--- config.mk ---
export PLATFORM = sky130hd
export DESIGN_NAME = usart_fifo_link_flat
export DESIGN_NICKNAME = d
export VERILOG_FILES = /design/src/rtl/usart_fifo_link_if.sv /design/src/rtl/usart_fifo_link.sv /design/src/flat_wrapper.sv
export SDC_FILE = /design/constraint.sdc
export NUM_CORES = 1
export LEC_CHECK = 0
export CELL_PAD_IN_SITES_DETAIL_PLACEMENT = 1
export CELL_PAD_IN_SITES_GLOBAL_PLACEMENT = 2
export CORE_ASPECT_RATIO = 1.1
export CORE_MARGIN = 5
export CORE_UTILIZATION = 41
export DETAILED_ROUTE_END_ITERATION = 7
export GPL_TIMING_DRIVEN = 0
export PLACE_DENSITY = 0.82
export SLEW_MARGIN = 20
export SYNTH_ARGS = -nofsm -noshare
export SYNTH_HDL_FRONTEND = slang
export SYNTH_SLANG_ARGS = --single-unit
--- constraint.sdc ---
create_clock -name CPU_Clk -period 2.7 [get_ports CPU_Clk]
set_input_delay 0.54 -clock CPU_Clk [delete_from_list [all_inputs] [get_ports CPU_Clk]]
set_output_delay 0.54 -clock CPU_Clk [all_outputs]
set_load 0.005 [all_outputs]
--- src/rtl/usart_fifo_link_if.sv ---
// usart_fifo_link_if: CPU-side bus and serial-line bundle for usart_fifo_link.
//   master : driver side (CPU / bench) - pushes TX data, pops RX data,
//            sets configuration, drives SLBit_in.
//   slave  : the transceiver itself.
interface usart_fifo_link_if #(
    parameter int DATA_W = 8,
    parameter int DIV_W  = 16
);
    logic              Wr_En;
    logic [DATA_W-1:0] CPU_Data_in;
    logic              Rd_En;
    logic [DATA_W-1:0] CPU_Data_out;
    logic [3:0]        Control;
    logic [DIV_W-1:0]  Baud_Div;
    logic              Clr_Err;
    logic              SLBit_in;
    logic              SLBit_out;
    logic              Tx_Full;
    logic              Tx_Empty;
    logic              Rx_Full;
    logic              Rx_Empty;
    logic              Tx_Busy;
    logic              Parity_Err;
    logic              Frame_Err;
    logic              Overrun;

    modport master (
        output Wr_En, CPU_Data_in, Rd_En, Control, Baud_Div, Clr_Err, SLBit_in,
        input  CPU_Data_out, SLBit_out, Tx_Full, Tx_Empty, Rx_Full, Rx_Empty,
               Tx_Busy, Parity_Err, Frame_Err, Overrun
    );

    modport slave (
        input  Wr_En, CPU_Data_in, Rd_En, Control, Baud_Div, Clr_Err, SLBit_in,
        output CPU_Data_out, SLBit_out, Tx_Full, Tx_Empty, Rx_Full, Rx_Empty,
               Tx_Busy, Parity_Err, Frame_Err, Overrun
    );
endinterface

--- src/rtl/usart_fifo_link.sv ---
// usart_fifo_link: single-channel USART with TX/RX FIFOs, runtime baud divider,
// optional parity, 1/2 stop bits, internal loopback and sticky error flags.
//   CPU_Clk : sole clock
//   Reset   : asynchronous, active-low
//   bus     : usart_fifo_link_if.slave (CPU push/pop, Control, Baud_Div,
//             Clr_Err, serial line in/out, FIFO status, error flags)
//
// State | meaning (shared by the TX and RX FSMs)
//   S_IDLE   | line idle; TX waits for FIFO data, RX waits for a falling edge
//   S_START  | start bit (RX: half-period check for false start)
//   S_DATA   | DATA_W data bits, LSB first
//   S_PARITY | parity bit, only when enabled for the frame
//   S_STOP   | stop bit(s); RX samples only the first one
module usart_fifo_link #(
    parameter int DATA_W     = 8,
    parameter int FIFO_DEPTH = 4,
    parameter int DIV_W      = 16
) (
    input  logic              CPU_Clk,
    input  logic              Reset,
    usart_fifo_link_if.slave  bus
);
    localparam int PTR_W = $clog2(FIFO_DEPTH);
    localparam int CNT_W = PTR_W + 1;
    localparam int IDX_W = $clog2(DATA_W);
    localparam logic [CNT_W-1:0] FULL_CNT = CNT_W'(FIFO_DEPTH);
    localparam logic [IDX_W-1:0] LAST_BIT = IDX_W'(DATA_W - 1);
    localparam logic [DIV_W-1:0] MIN_DIV  = DIV_W'(3);

    typedef enum logic [2:0] {S_IDLE, S_START, S_DATA, S_PARITY, S_STOP} state_t;

    // Divider clamp: at least 4 clocks per bit so the RX mid-bit sampling works.
    logic [DIV_W-1:0] div_eff;
    assign div_eff = (bus.Baud_Div < MIN_DIV) ? MIN_DIV : bus.Baud_Div;

    // ---------------- TX FIFO ----------------
    logic [DATA_W-1:0] tx_mem [FIFO_DEPTH];
    logic [PTR_W-1:0]  tx_wr_ptr, tx_rd_ptr;
    logic [CNT_W-1:0]  tx_count, tx_count_nxt;
    logic              tx_full, tx_empty;
    logic              tx_push, tx_pop;
    logic [DATA_W-1:0] tx_head;
    state_t            tx_state;

    assign tx_push = bus.Wr_En && !tx_full;
    assign tx_pop  = (tx_state == S_IDLE) && !tx_empty;
    assign tx_head = tx_mem[tx_rd_ptr];

    always_comb begin
        tx_count_nxt = tx_count;
        if (tx_push && !tx_pop)
            tx_count_nxt = tx_count + 1'b1;
        else if (!tx_push && tx_pop)
            tx_count_nxt = tx_count - 1'b1;
    end

    always_ff @(posedge CPU_Clk) begin
        if (tx_push)
            tx_mem[tx_wr_ptr] <= bus.CPU_Data_in;
    end

    always_ff @(posedge CPU_Clk or negedge Reset) begin
        if (!Reset) begin
            tx_wr_ptr <= '0;
            tx_rd_ptr <= '0;
            tx_count  <= '0;
            tx_full   <= 1'b0;
            tx_empty  <= 1'b1;
        end else begin
            if (tx_push) tx_wr_ptr <= tx_wr_ptr + 1'b1;
            if (tx_pop)  tx_rd_ptr <= tx_rd_ptr + 1'b1;
            tx_count <= tx_count_nxt;
            tx_full  <= (tx_count_nxt == FULL_CNT);
            tx_empty <= (tx_count_nxt == '0);
        end
    end

    // ---------------- TX FSM ----------------
    logic [DIV_W-1:0]  tx_cnt, tx_div;
    logic [IDX_W-1:0]  tx_bit;
    logic [DATA_W-1:0] tx_sh;
    logic              tx_line, tx_busy;
    logic              tx_par_en, tx_par_bit, tx_two_stop, tx_stop2;

    always_ff @(posedge CPU_Clk or negedge Reset) begin
        if (!Reset) begin
            tx_state    <= S_IDLE;
            tx_cnt      <= '0;
            tx_div      <= '0;
            tx_bit      <= '0;
            tx_sh       <= '0;
            tx_line     <= 1'b1;
            tx_busy     <= 1'b0;
            tx_par_en   <= 1'b0;
            tx_par_bit  <= 1'b0;
            tx_two_stop <= 1'b0;
            tx_stop2    <= 1'b0;
        end else begin
            case (tx_state)
                S_IDLE: begin
                    tx_line <= 1'b1;
                    tx_busy <= 1'b0;
                    if (!tx_empty) begin
                        // Frame configuration is frozen here for the whole frame.
                        tx_sh       <= tx_head;
                        tx_par_bit  <= (^tx_head) ^ bus.Control[1];
                        tx_par_en   <= bus.Control[0];
                        tx_two_stop <= bus.Control[2];
                        tx_div      <= div_eff;
                        tx_cnt      <= div_eff;
                        tx_line     <= 1'b0;
                        tx_busy     <= 1'b1;
                        tx_state    <= S_START;
                    end
                end
                S_START: begin
                    if (tx_cnt == '0) begin
                        tx_line  <= tx_sh[0];
                        tx_sh    <= tx_sh >> 1;
                        tx_bit   <= '0;
                        tx_cnt   <= tx_div;
                        tx_state <= S_DATA;
                    end else begin
                        tx_cnt <= tx_cnt - 1'b1;
                    end
                end
                S_DATA: begin
                    if (tx_cnt == '0) begin
                        tx_cnt <= tx_div;
                        if (tx_bit == LAST_BIT) begin
                            if (tx_par_en) begin
                                tx_line  <= tx_par_bit;
                                tx_state <= S_PARITY;
                            end else begin
                                tx_line  <= 1'b1;
                                tx_stop2 <= 1'b0;
                                tx_state <= S_STOP;
                            end
                        end else begin
                            tx_line <= tx_sh[0];
                            tx_sh   <= tx_sh >> 1;
                            tx_bit  <= tx_bit + 1'b1;
                        end
                    end else begin
                        tx_cnt <= tx_cnt - 1'b1;
                    end
                end
                S_PARITY: begin
                    if (tx_cnt == '0) begin
                        tx_cnt   <= tx_div;
                        tx_line  <= 1'b1;
                        tx_stop2 <= 1'b0;
                        tx_state <= S_STOP;
                    end else begin
                        tx_cnt <= tx_cnt - 1'b1;
                    end
                end
                S_STOP: begin
                    if (tx_cnt == '0) begin
                        if (tx_two_stop && !tx_stop2) begin
                            tx_stop2 <= 1'b1;
                            tx_cnt   <= tx_div;
                        end else begin
                            tx_busy  <= 1'b0;
                            tx_state <= S_IDLE;
                        end
                    end else begin
                        tx_cnt <= tx_cnt - 1'b1;
                    end
                end
                default: tx_state <= S_IDLE;
            endcase
        end
    end

    // ---------------- RX input path ----------------
    logic rx_sel, rx_meta, rx_sync, rx_prev;
    assign rx_sel = bus.Control[3] ? tx_line : bus.SLBit_in;

    always_ff @(posedge CPU_Clk or negedge Reset) begin
        if (!Reset) begin
            rx_meta <= 1'b1;
            rx_sync <= 1'b1;
            rx_prev <= 1'b1;
        end else begin
            rx_meta <= rx_sel;
            rx_sync <= rx_meta;
            rx_prev <= rx_sync;
        end
    end

    // ---------------- RX FSM ----------------
    state_t            rx_state;
    logic [DIV_W-1:0]  rx_cnt, rx_div;
    logic [IDX_W-1:0]  rx_bit;
    logic [DATA_W-1:0] rx_sh;
    logic              rx_par_en, rx_odd, rx_par_s;
    logic              rx_push, rx_par_bad, rx_frame_bad;

    // (div+1)/2 - 1 rewritten as (div-1)/2 to stay within DIV_W bits.
    logic [DIV_W-1:0] rx_half_m1;
    assign rx_half_m1 = (div_eff - 1'b1) >> 1;

    assign rx_push      = (rx_state == S_STOP) && (rx_cnt == '0);
    assign rx_par_bad   = rx_push && rx_par_en && (rx_par_s != ((^rx_sh) ^ rx_odd));
    assign rx_frame_bad = rx_push && !rx_sync;

    always_ff @(posedge CPU_Clk or negedge Reset) begin
        if (!Reset) begin
            rx_state  <= S_IDLE;
            rx_cnt    <= '0;
            rx_div    <= '0;
            rx_bit    <= '0;
            rx_sh     <= '0;
            rx_par_en <= 1'b0;
            rx_odd    <= 1'b0;
            rx_par_s  <= 1'b0;
        end else begin
            case (rx_state)
                S_IDLE: begin
                    if (rx_prev && !rx_sync) begin
                        rx_div    <= div_eff;
                        rx_par_en <= bus.Control[0];
                        rx_odd    <= bus.Control[1];
                        rx_cnt    <= rx_half_m1;
                        rx_state  <= S_START;
                    end
                end
                S_START: begin
                    if (rx_cnt == '0) begin
                        if (rx_sync) begin
                            rx_state <= S_IDLE;
                        end else begin
                            rx_cnt   <= rx_div;
                            rx_bit   <= '0;
                            rx_state <= S_DATA;
                        end
                    end else begin
                        rx_cnt <= rx_cnt - 1'b1;
                    end
                end
                S_DATA: begin
                    if (rx_cnt == '0) begin
                        rx_cnt <= rx_div;
                        rx_sh  <= {rx_sync, rx_sh[DATA_W-1:1]};
                        if (rx_bit == LAST_BIT)
                            rx_state <= rx_par_en ? S_PARITY : S_STOP;
                        else
                            rx_bit <= rx_bit + 1'b1;
                    end else begin
                        rx_cnt <= rx_cnt - 1'b1;
                    end
                end
                S_PARITY: begin
                    if (rx_cnt == '0) begin
                        rx_par_s <= rx_sync;
                        rx_cnt   <= rx_div;
                        rx_state <= S_STOP;
                    end else begin
                        rx_cnt <= rx_cnt - 1'b1;
                    end
                end
                S_STOP: begin
                    if (rx_cnt == '0)
                        rx_state <= S_IDLE;
                    else
                        rx_cnt <= rx_cnt - 1'b1;
                end
                default: rx_state <= S_IDLE;
            endcase
        end
    end

    // ---------------- RX FIFO ----------------
    logic [DATA_W-1:0] rx_mem [FIFO_DEPTH];
    logic [PTR_W-1:0]  rx_wr_ptr, rx_rd_ptr;
    logic [CNT_W-1:0]  rx_count, rx_count_nxt;
    logic              rx_full, rx_empty;
    logic              rx_pop, rx_wr, rx_ovr;

    assign rx_pop = bus.Rd_En && !rx_empty;
    // A full FIFO still accepts the word when a pop frees a slot this cycle.
    assign rx_wr  = rx_push && (!rx_full || rx_pop);
    assign rx_ovr = rx_push && rx_full && !rx_pop;

    always_comb begin
        rx_count_nxt = rx_count;
        if (rx_wr && !rx_pop)
            rx_count_nxt = rx_count + 1'b1;
        else if (!rx_wr && rx_pop)
            rx_count_nxt = rx_count - 1'b1;
    end

    always_ff @(posedge CPU_Clk) begin
        if (rx_wr)
            rx_mem[rx_wr_ptr] <= rx_sh;
    end

    always_ff @(posedge CPU_Clk or negedge Reset) begin
        if (!Reset) begin
            rx_wr_ptr <= '0;
            rx_rd_ptr <= '0;
            rx_count  <= '0;
            rx_full   <= 1'b0;
            rx_empty  <= 1'b1;
        end else begin
            if (rx_wr)  rx_wr_ptr <= rx_wr_ptr + 1'b1;
            if (rx_pop) rx_rd_ptr <= rx_rd_ptr + 1'b1;
            rx_count <= rx_count_nxt;
            rx_full  <= (rx_count_nxt == FULL_CNT);
            rx_empty <= (rx_count_nxt == '0);
        end
    end

    // ---------------- Sticky errors (set wins over clear) ----------------
    logic parity_err, frame_err, overrun;

    always_ff @(posedge CPU_Clk or negedge Reset) begin
        if (!Reset) begin
            parity_err <= 1'b0;
            frame_err  <= 1'b0;
            overrun    <= 1'b0;
        end else begin
            parity_err <= rx_par_bad   | (parity_err & ~bus.Clr_Err);
            frame_err  <= rx_frame_bad | (frame_err  & ~bus.Clr_Err);
            overrun    <= rx_ovr       | (overrun    & ~bus.Clr_Err);
        end
    end

    // ---------------- Outputs ----------------
    assign bus.SLBit_out    = bus.Control[3] ? 1'b1 : tx_line;
    assign bus.CPU_Data_out = rx_empty ? '0 : rx_mem[rx_rd_ptr];
    assign bus.Tx_Full      = tx_full;
    assign bus.Tx_Empty     = tx_empty;
    assign bus.Rx_Full      = rx_full;
    assign bus.Rx_Empty     = rx_empty;
    assign bus.Tx_Busy      = tx_busy;
    assign bus.Parity_Err   = parity_err;
    assign bus.Frame_Err    = frame_err;
    assign bus.Overrun      = overrun;
endmodule
--- src/flat_wrapper.sv ---
// flat-port wrapper written by rule: the top's interface ports become plain ports
module usart_fifo_link_flat 
#(
    parameter int DATA_W     = 8,
    parameter int FIFO_DEPTH = 4,
    parameter int DIV_W      = 16
)
  (CPU_Clk, Reset, bus_Wr_En, bus_CPU_Data_in, bus_Rd_En, bus_Control, bus_Baud_Div, bus_Clr_Err, bus_SLBit_in, bus_CPU_Data_out, bus_SLBit_out, bus_Tx_Full, bus_Tx_Empty, bus_Rx_Full, bus_Rx_Empty, bus_Tx_Busy, bus_Parity_Err, bus_Frame_Err, bus_Overrun);
  usart_fifo_link_if #(.DATA_W(DATA_W), .DIV_W(DIV_W)) bus_i ();
  input  logic CPU_Clk;
  input  logic Reset;
  input wire logic [$bits(bus_i.Wr_En)-1:0] bus_Wr_En;
  input wire logic [$bits(bus_i.CPU_Data_in)-1:0] bus_CPU_Data_in;
  input wire logic [$bits(bus_i.Rd_En)-1:0] bus_Rd_En;
  input wire logic [$bits(bus_i.Control)-1:0] bus_Control;
  input wire logic [$bits(bus_i.Baud_Div)-1:0] bus_Baud_Div;
  input wire logic [$bits(bus_i.Clr_Err)-1:0] bus_Clr_Err;
  input wire logic [$bits(bus_i.SLBit_in)-1:0] bus_SLBit_in;
  output wire logic [$bits(bus_i.CPU_Data_out)-1:0] bus_CPU_Data_out;
  output wire logic [$bits(bus_i.SLBit_out)-1:0] bus_SLBit_out;
  output wire logic [$bits(bus_i.Tx_Full)-1:0] bus_Tx_Full;
  output wire logic [$bits(bus_i.Tx_Empty)-1:0] bus_Tx_Empty;
  output wire logic [$bits(bus_i.Rx_Full)-1:0] bus_Rx_Full;
  output wire logic [$bits(bus_i.Rx_Empty)-1:0] bus_Rx_Empty;
  output wire logic [$bits(bus_i.Tx_Busy)-1:0] bus_Tx_Busy;
  output wire logic [$bits(bus_i.Parity_Err)-1:0] bus_Parity_Err;
  output wire logic [$bits(bus_i.Frame_Err)-1:0] bus_Frame_Err;
  output wire logic [$bits(bus_i.Overrun)-1:0] bus_Overrun;
  assign bus_i.Wr_En = bus_Wr_En;
  assign bus_i.CPU_Data_in = bus_CPU_Data_in;
  assign bus_i.Rd_En = bus_Rd_En;
  assign bus_i.Control = bus_Control;
  assign bus_i.Baud_Div = bus_Baud_Div;
  assign bus_i.Clr_Err = bus_Clr_Err;
  assign bus_i.SLBit_in = bus_SLBit_in;
  assign bus_CPU_Data_out = bus_i.CPU_Data_out;
  assign bus_SLBit_out = bus_i.SLBit_out;
  assign bus_Tx_Full = bus_i.Tx_Full;
  assign bus_Tx_Empty = bus_i.Tx_Empty;
  assign bus_Rx_Full = bus_i.Rx_Full;
  assign bus_Rx_Empty = bus_i.Rx_Empty;
  assign bus_Tx_Busy = bus_i.Tx_Busy;
  assign bus_Parity_Err = bus_i.Parity_Err;
  assign bus_Frame_Err = bus_i.Frame_Err;
  assign bus_Overrun = bus_i.Overrun;
  usart_fifo_link #(.DATA_W(DATA_W), .FIFO_DEPTH(FIFO_DEPTH), .DIV_W(DIV_W)) u_core (.CPU_Clk(CPU_Clk), .Reset(Reset), .bus(bus_i));
endmodule
==> impl_results.md <==
* Setup crit start kind: flip-flop
* Max-Slew Margin vs Limit at 36.2%
* Type of the most critical hold path: flip-flop to flip-flop
* Crit Path Category: flip-flop to output pin
* Register-to-register setup slack at about 0.10 ns
* Die height at 170 microns
* Syn Inst Count at 858
* Die W at 155 microns
* Setup violators final at 0
* Core ar. at roughly 0.023 sq mm
* Fin crit share at 97.0%
* Status: finished clean
* GRT overflow at 0
* Skew final at 0.0122 ns
* CP required at 2.16 ns
* PwrDens at 1100 mW/mm^2
* Vias at 6713
* DRC Markers at 0
* Sequential share of the synthesized area at a little over half
* Fmax achieved at 382 MHz
* Initial core utilization at 41.6%
* Clock Path Buffers at 2
* GPL Wtd Cong at 0.804
* Syn Nets at 913
* DR pass1 iterations at 4
* Pwr Total at between 10 and 15 mW
* Post-synthesis cell area at approximately 0.0095 sq mm
* CTS tree: yes
* Worst-Skew Late Latency at 0.44 ns
* Vias in the first global route at 7254
* Mean Syn Cell Area at 11.1 sq um
* R2r startpoint: u_core.rx_cnt[4]$_DFFE_PN0P_
* Area Growth Syn to Fin at 17.4%
* Routed WL per cell at 19.0 microns
* Dpl ws at -0.998 ns
* Fin. Hold Viols at 0
* Number of synthesized register bits at 189
* Final worst path period need at 2.62 ns
* Peak VDD IR at approximately 0.46 mV
* Share of layout cells above drive strength 1 at 17.4%
* Critical path buffers and inverters at 2
* Final core occ at between 40% and 50%
* Setup ws final at 0.0803 ns
* R2R depth at 6
* Port bufs at 48
* Vias per std cell at 5.38
* Setup TNS at 0 ns
* H-Tree Level Count at 4
* Worst-path fanout max at 5
* Root Buffer: clkbuf_16
* DRT iter0 DRCs at 328
* Max-cap violation count at 0
* Post-synth EDFFs at 64
* Post-route ant nets at 0
* Post-Route WL at 23700 microns
* Finished Cell Area at ~0.011 sq mm
* Hold Crit Start: u_core.rx_meta$_DFF_PN1_
* Post-synth ARST share at 66.1%
* Detailed placer's ending HPWL at 16600 microns
* CP Capture Type: output pin
* Min-Delay Endpoint: u_core.rx_sync$_DFF_PN1_
* RSZ-0062 raised after global routing: true
* Die area at ~0.026 sq mm
* Total GRT Usage at 18.9%
* Ant diodes at 0
* Delay-heaviest family, CP: buffers and inverters
* Leakage power at between 4 and 5 nW
* Worst Tran Pin Value at 0.957 ns
* Largest net degree at the start of global routing at 92
* Commonest non-fill, non-tap cell in the layout: dfrtp_1
* Antenna violations before repair at 0
* Reg clk slew, reported paths at 0.08 ns
* Critical-path top delay cell: mux4_2
* Crit path cell chain: buf_4 > mux4_2 > nor2b_1 > clkdlybuf4s50_1
* Row cnt at 58
* First-pass GRT wire length at 39600 microns
* Total CTS buffers at 17
* WP data arrival at 2.08 ns
* Synth warn at 0
* Final Slew Violations at 0
* Commonest cells after routing, fill and taps aside: dfrtp_1 (118), nor2_1 (93), nand2_1 (88), edfxtp_1 (64), a21oi_1 (61)
* Min-Delay Path Depth at 0
* Synth cell types at 71
* Reg-to-Reg End: u_core.rx_cnt[4]$_DFFE_PN0P_
* Post-synth top flop: dfrtp_1
* Nets@finish at 990
* Placed cell area at 0.0104 sq mm
* Largest stage delay, worst path at roughly 0.50 ns
* Clock Sinks at 189
* # IOs at 51
[cell usage after synthesis (4+ instances only)]
master / n / area, sq um
nor2_1: 96 / 360
clkbuf_1: 19 / 71.3
nor3_1: 17 / 85.1
or4_1: 5 / 37.5
clkbuf_8: 4 / 55.1
ha_1: 21 / 263
xor2_1: 16 / 140
a211oi_1: 15 / 113
and2_1: 6 / 37.5
or3_1: 6 / 37.5
dfrtp_1: 119 / 2980
inv_1: 25 / 93.8
buf_2: 9 / 45.0
nand3_1: 4 / 20.0
edfxtp_1: 64 / 1920
nor2b_1: 15 / 93.8
o21ai_0: 53 / 265
mux2_2: 30 / 338
mux2i_1: 9 / 90.1
o22ai_1: 5 / 31.3
o31ai_1: 4 / 30.0
nand2b_1: 8 / 50.1
o211ai_1: 5 / 37.5
dfstp_2: 6 / 158
a22o_1: 7 / 61.3
a221oi_1: 7 / 61.3
xnor2_1: 38 / 333
nor4_1: 10 / 62.6
a21oi_1: 61 / 305
and3_1: 6 / 37.5
mux4_2: 16 / 360
nand2_1: 89 / 334
[layout make-up]
class	instances	area, sq um
plain buffers	36	206
inverters	25	93.8
repair buffers	60	576
flip-flops and latches	189	5060
well taps	300	375
multi-input cells	606	4270
clock buffers	18	429
fillers	2500	11700
clock inverters	14	168
[state kept, by name, indices dropped and copies added, names as in the netlist, 8 cells and up]
signal and flops:
u_core.rx_div 16, u_core.rx_cnt 16, u_core.rx_mem 32, u_core.rx_sh 8
u_core.tx_sh 8, u_core.tx_cnt 16, u_core.tx_div 16, u_core.tx_mem 32
[routing by layer]
layer  track usage [%]  vias up  wire length (microns)
met5                 0        -                      0
met4              5.37        0                    356
met3              2.40       22                    503
met2              32.6       85                  11900
met1              25.3     3365                  10900
li1                  -     3241                      -
[per-stage QoR]
stage / cells / hold slack (ns)
floorplan: 858 / 0.244
global placement: 1206 / 0.347
detailed placement: 1207 / 0.348
CTS: 1245 / 0.359
global route: 1248 / 0.367
finish: 1248 / 0.358
[power by group]
part           internal, mW  switching, mW  leakage, nW
Combinational          2.33           2.88         2.00
Clock                  1.26           1.27        0.291
Sequential             3.86          0.734         2.11
[worst reg2reg max path, stage by stage (launching register included)]
cell and delay (ns):
dfrtp_1 0.44, or4_1 0.64, nor4_2 0.40, a21oi_1 0.18
nor3_2 0.26, buf_4 0.23, mux2_2 0.34
[worst max path at each step]
| stage | slack (ns) | cells after the start | end | startpoint |
|---|---|---|---|---|
| floorplan | 0.003 | 12 | u_core.rx_cnt[7]$_DFFE_PN0P_ | bus_Baud_Div[2] |
| global placement | -4.30 | 1 | u_core.tx_div[5]$_DFFE_PN0P_ | Reset |
| detailed placement | -1.0 | 12 | u_core.rx_cnt[11]$_DFFE_PN0P_ | bus_Baud_Div[5] |
| CTS | 0.02 | 12 | u_core.rx_cnt[7]$_DFFE_PN0P_ | bus_Baud_Div[9] |
| global route | -0.03 | 11 | u_core.bus.Rx_Full$_DFF_PN0_ | u_core.rx_cnt[0]$_DFFE_PN0P_ |
| finish | 0.08 | 4 | bus_CPU_Data_out[4] | u_core.rx_rd_ptr[0]$_DFFE_PN0P_ |
[timing repair]
action                                 in CTS  in global routing
setup endpoints to repair                  32                 32
endpoints found under the hold margin      32                  0
resized for setup                          27                 34
hold buffers                                1                  0
pin swaps                                   6                  4
setup buffers                               7                  3
[kinds of logic after synthesis]
| group | synth area share (%) |
|---|---|
| simple gates | 15.4 |
| flops | 53.1 |
| compound gates | 12.2 |
| buf+inv | 3.18 |
| mux | 8.28 |
| xor+xnor | 4.97 |
| fa+ha+maj | 2.76 |
Power figures use the tool's default switching activity.
